**src/rtl/rr_arb4.sv**
```systemverilog
// Four-requester round-robin arbiter with registered one-hot grant, grant hold
// while the request stays high, and an optional hold timeout that forces a handoff.
module rr_arb4 #(
  parameter int MAX_HOLD = 16,
  parameter int PTR_INIT = 0
) (
  input  logic       CK,
  input  logic       RSTN,
  input  logic [3:0] REQ,
  output logic [3:0] GNT,
  output logic [1:0] GID,
  output logic       BUSY,
  output logic       ANYREQ,
  output logic       TMO
);

  typedef enum logic {IDLE, GRANT} state_t;

  localparam logic [7:0] HOLD_LAST = 8'(MAX_HOLD - 1);
  localparam logic [1:0] PTR_RST   = 2'(PTR_INIT);

  state_t     state_q, state_d;
  logic [1:0] ptr_q, ptr_d;
  logic [7:0] cnt_q, cnt_d;
  logic [3:0] gnt_d;
  logic [1:0] gid_d;
  logic       busy_d, tmo_d;

  logic [3:0] arb_req;
  logic [1:0] arb_start;
  logic       rearb;
  logic [2:0] win;

  // Returns {found, index}; the lowest circular offset from start wins.
  function automatic logic [2:0] arb(input logic [3:0] req, input logic [1:0] start);
    logic [2:0] r;
    logic [1:0] idx;
    r = 3'b000;
    for (int i = 3; i >= 0; i--) begin
      idx = start + 2'(i);
      if (req[idx]) r = {1'b1, idx};
    end
    return r;
  endfunction

  assign ANYREQ = |REQ;

  always_comb begin
    // NOTE: every output of this block gets a default first so no path can infer a latch.
    state_d   = state_q;
    ptr_d     = ptr_q;
    cnt_d     = cnt_q;
    gnt_d     = GNT;
    gid_d     = GID;
    busy_d    = BUSY;
    tmo_d     = 1'b0;
    arb_req   = REQ;
    arb_start = ptr_q;
    rearb     = 1'b0;

    case (state_q)
      IDLE: rearb = 1'b1;
      GRANT: begin
        if (!REQ[GID]) begin
          ptr_d     = GID + 2'd1;
          cnt_d     = 8'd0;
          arb_start = GID + 2'd1;
          rearb     = 1'b1;
        end else if (MAX_HOLD != 0 && cnt_q == HOLD_LAST) begin
          // Forced release: the timed-out holder is excluded from this edge's search.
          tmo_d     = 1'b1;
          ptr_d     = GID + 2'd1;
          cnt_d     = 8'd0;
          arb_req   = REQ & ~(4'b0001 << GID);
          arb_start = GID + 2'd1;
          rearb     = 1'b1;
        end else if (cnt_q != 8'hff) begin
          cnt_d = cnt_q + 8'd1;
        end
      end
      default: state_d = IDLE;
    endcase

    win = arb(arb_req, arb_start);

    if (rearb) begin
      if (win[2]) begin
        gnt_d   = 4'b0001 << win[1:0];
        gid_d   = win[1:0];
        busy_d  = 1'b1;
        cnt_d   = 8'd0;
        state_d = GRANT;
      end else begin
        gnt_d   = 4'b0000;
        gid_d   = 2'd0;
        busy_d  = 1'b0;
        state_d = IDLE;
      end
    end
  end

  // NOTE: sequential state uses non-blocking assignments so all registers update together.
  always_ff @(posedge CK) begin
    if (!RSTN) begin
      state_q <= IDLE;
      ptr_q   <= PTR_RST;
      cnt_q   <= 8'd0;
      GNT     <= 4'b0000;
      GID     <= 2'd0;
      BUSY    <= 1'b0;
      TMO     <= 1'b0;
    end else begin
      state_q <= state_d;
      ptr_q   <= ptr_d;
      cnt_q   <= cnt_d;
      GNT     <= gnt_d;
      GID     <= gid_d;
      BUSY    <= busy_d;
      TMO     <= tmo_d;
    end
  end

endmodule
```
**config.mk**
```make
export PLATFORM = sky130hd
export DESIGN_NAME = rr_arb4
export DESIGN_NICKNAME = d
export VERILOG_FILES = /design/src/rtl/rr_arb4.sv
export SDC_FILE = /design/constraint.sdc
export NUM_CORES = 1
export LEC_CHECK = 0
export ABC_AREA = 0
export ABC_CLOCK_PERIOD_IN_PS = 2900
export BUFFER_PORTS_ARGS = -buffer_cell sky130_fd_sc_hd__buf_2
export CELL_PAD_IN_SITES_DETAIL_PLACEMENT = 2
export CELL_PAD_IN_SITES_GLOBAL_PLACEMENT = 2
export CORE_MARGIN = 10
export CORE_UTILIZATION = 33
export DETAILED_ROUTE_END_ITERATION = 16
export PLACE_DENSITY_LB_ADDON = 0.1
export SETUP_SLACK_MARGIN = 0.1
export SLEW_MARGIN = 15
export SYNTH_ARGS = -nofsm -noshare
export SYNTH_HDL_FRONTEND = slang
export SYNTH_SLANG_ARGS = --single-unit
```
**constraint.sdc**
```tcl
create_clock -name CK -period 2.9 [get_ports CK]
set_clock_uncertainty 0.15 [all_clocks]
set_input_delay 0.145 -clock CK [delete_from_list [all_inputs] [get_ports CK]]
set_output_delay 0.145 -clock CK [all_outputs]
set_load 0.01 [all_outputs]
```
==> metrics <==
status=complete, no violations; crit path capture type=flop; DRT iter0 DRCs=36; CTS tree=yes; maximum clock rate=0.376 GHz; sequential share of the synthesized area=30.4%; CTS max path bufs=2; r2r startpoint=GID[1]; Avg Vias per Cell=5.54; share of layout cells above drive strength 1=25.0%; Least-Margin Pin Slew=0.646 ns; Die Width=79.9 um; # nets final=180; Area Growth Syn to Fin=19.1%; Worst slew margin=56.8%; H-tree depth=1; fillcell total=408; Distinct cells, synth=45; Worst-path clk slew=0.12 ns; num ports=15; largest net degree at the start of global routing=12; top cells by area, synth=dfxtp_1 (30%), nand2_1 (6.0%), ha_1 (5.3%); maxcap violations=0; final-report hold violation count=0; vias after detailed routing=1186; Root Driver=clkbuf_4; Total GRT Usage=12.8%; register bit count reported by yosys=18; later-pin clock latency in the skew report=0.31 ns; WHS=0.0140 ns; Sequential Area=363 sq um; first-pass GRT wire length=6610 um; Syn Inst Count=144; largest family of logic cells by synthesized area=simple AND/OR/NAND/NOR gates; unrepaired setup endpoints after global routing=false; synthesized area=1180 sq um; final setup fails=0; worst vdd ir=220 uV; Main synth FF type=dfxtp_1; Hold-fix buffers, CTS=0; CTS sink count=18; Slew Limit Fails=0; grt ovf=0; Core Box Area=3390 sq um; Hold Crit Class=in -> reg; Yosys top cell by area=dfxtp_1; Post-Synth XOR/XNOR Area=0%; Leak=0.555 nW; Rows=21; GPL Wtd Cong=0.815; die area=6380 sq um; Synth Area in Compound Gates=27.5%; Adder-Cell Fraction of Synth Area=5.29%; Die Y=79.9 um; Residual DRC=0; number of enable flip-flop cells after synthesis=0; Worst Hold Launch=RSTN; initial core utilization=34.9%; Syn Area/Cell=8.22 sq um; CP Max Fanout=8; Synthesized Nets=155; Final Non-Filler Cells=214; PwrDens=450 nW/um^2; vias in the first global route=1277; post-synthesis async set-or-reset flop share=0%; Port Buffer Count=14; CTS Buf Count=3; Ys Warns=0; post-route clock period utilization=91.6%; CP Launch Type=flop; area of the multi-input gates=801 sq um; routed length per placed instance=17.6 um; Worst Setup SP=GID[1]; final worst path period need=2.66 ns; post-synthesis mux area share=2.75%; Synth Area in Simple Gates=31.5%; antenna violations before repair=0; HPWL Detailed=3020 um; DRT antenna net count=0; Worst EP required=3.00 ns; diode count=0; WS Path Type=reg -> reg; Synth top area share=30.4%; wirelength, routed=3770 um; 1st-pass router iterations=4; Placed Cells=208; most frequent cells in the layout=nand2_1 (19), dfxtp_1 (16), buf_2 (14), nor2_1 (13), a21oi_1 (10); worst path arrival time=2.76 ns; setup TNS=0 ns; most common cell after layout, fill and taps aside=nand2_1
-- critical path, stage by stage (launching register included) --
cell      delay, ns
dfxtp_2        0.36
mux4_2         0.59
a21boi_4       0.21
o211ai_4       0.26
mux2i_1        0.26
a211oi_2       0.13
or4b_1         0.51
a21boi_1       0.12
-- synthesized netlist by cell type (all sizes together) (2+ instances only) --
master and count:
nand4 2, and2 8, nor2b 2, nand3b 2, a41oi 2, a21oi 10
nor2 13, nor3 5, nand4b 2, inv 5, a211oi 3, o21ai 8
and3 4, a21boi 6, ha 5, clkbuf 2, nand3 5, nand2b 2
o211ai 4, dfxtp 18, nand2 19
-- power by group --
group | internal [mW] | switching [mW]
clock | 0.0768 | 0.0923
sequential | 0.262 | 0.0162
combinational | 0.0793 | 0.108
total | 0.418 | 0.216
-- registers in the layout (all words and copies together) (netlist names) --
signal   count
GID          2
GNT          4
TMO          1
cnt_q        8
ptr_q        2
state_q      1
-- kinds of logic after synthesis --
group | Yosys count
AO/OA/AOI/OAI | 41
adder cells (fa/ha/maj) | 5
buffers and inverters | 8
flip-flops | 18
multiplexers | 2
AND/OR/NAND/NOR | 70
-- final cells by class --
class                   count  share of cell area (%)
flip-flops and latches     18                    25.7
repair buffers             22                    9.23
multi-input cells         118                    56.8
well taps                  46                    4.08
inverters                   6                    1.60
clock buffers               4                    2.57
-- what timing repair did --
action | in CTS | in global routing
gates resized for setup | 0 | 5
setup buffers | 0 | 2
endpoints found under the setup margin | 0 | 11
-- routing by layer --
| layer | track usage (%) | part of all wire, % | vias up |
|---|---|---|---|
| met4 | 3.17 | 0.96 | 0 |
| li1 | - | - | 576 |
| met2 | 19.9 | 47 | 18 |
| met5 | 0 | 0 | - |
| met1 | 17.6 | 49 | 587 |
| met3 | 2.48 | 2.8 | 5 |
-- stage by stage --
step           utilization [%]  setup slack (ns)  instance area (sq um)  power [mW]
2_1_floorplan                -             0.242                   1180       0.400
3_3_place_gp              39.8             0.290                   1350       0.458
3_5_place_dp              39.8             0.211                   1350       0.466
4_1_cts                   40.9             0.151                   1390       0.635
5_1_grt                   41.6             0.103                   1410       0.679
6_report                  41.6             0.244                   1410       0.634
-- worst paths after layout --
path	endpoint	slack, ns	cells past startpoint
min	GID[0]	0.01	2
min reg2reg	GNT[1]	0.32	2
max reg2reg	GNT[0]	0.24	7
max	GNT[0]	0.24	7
(Power assumes the default switching activity.)
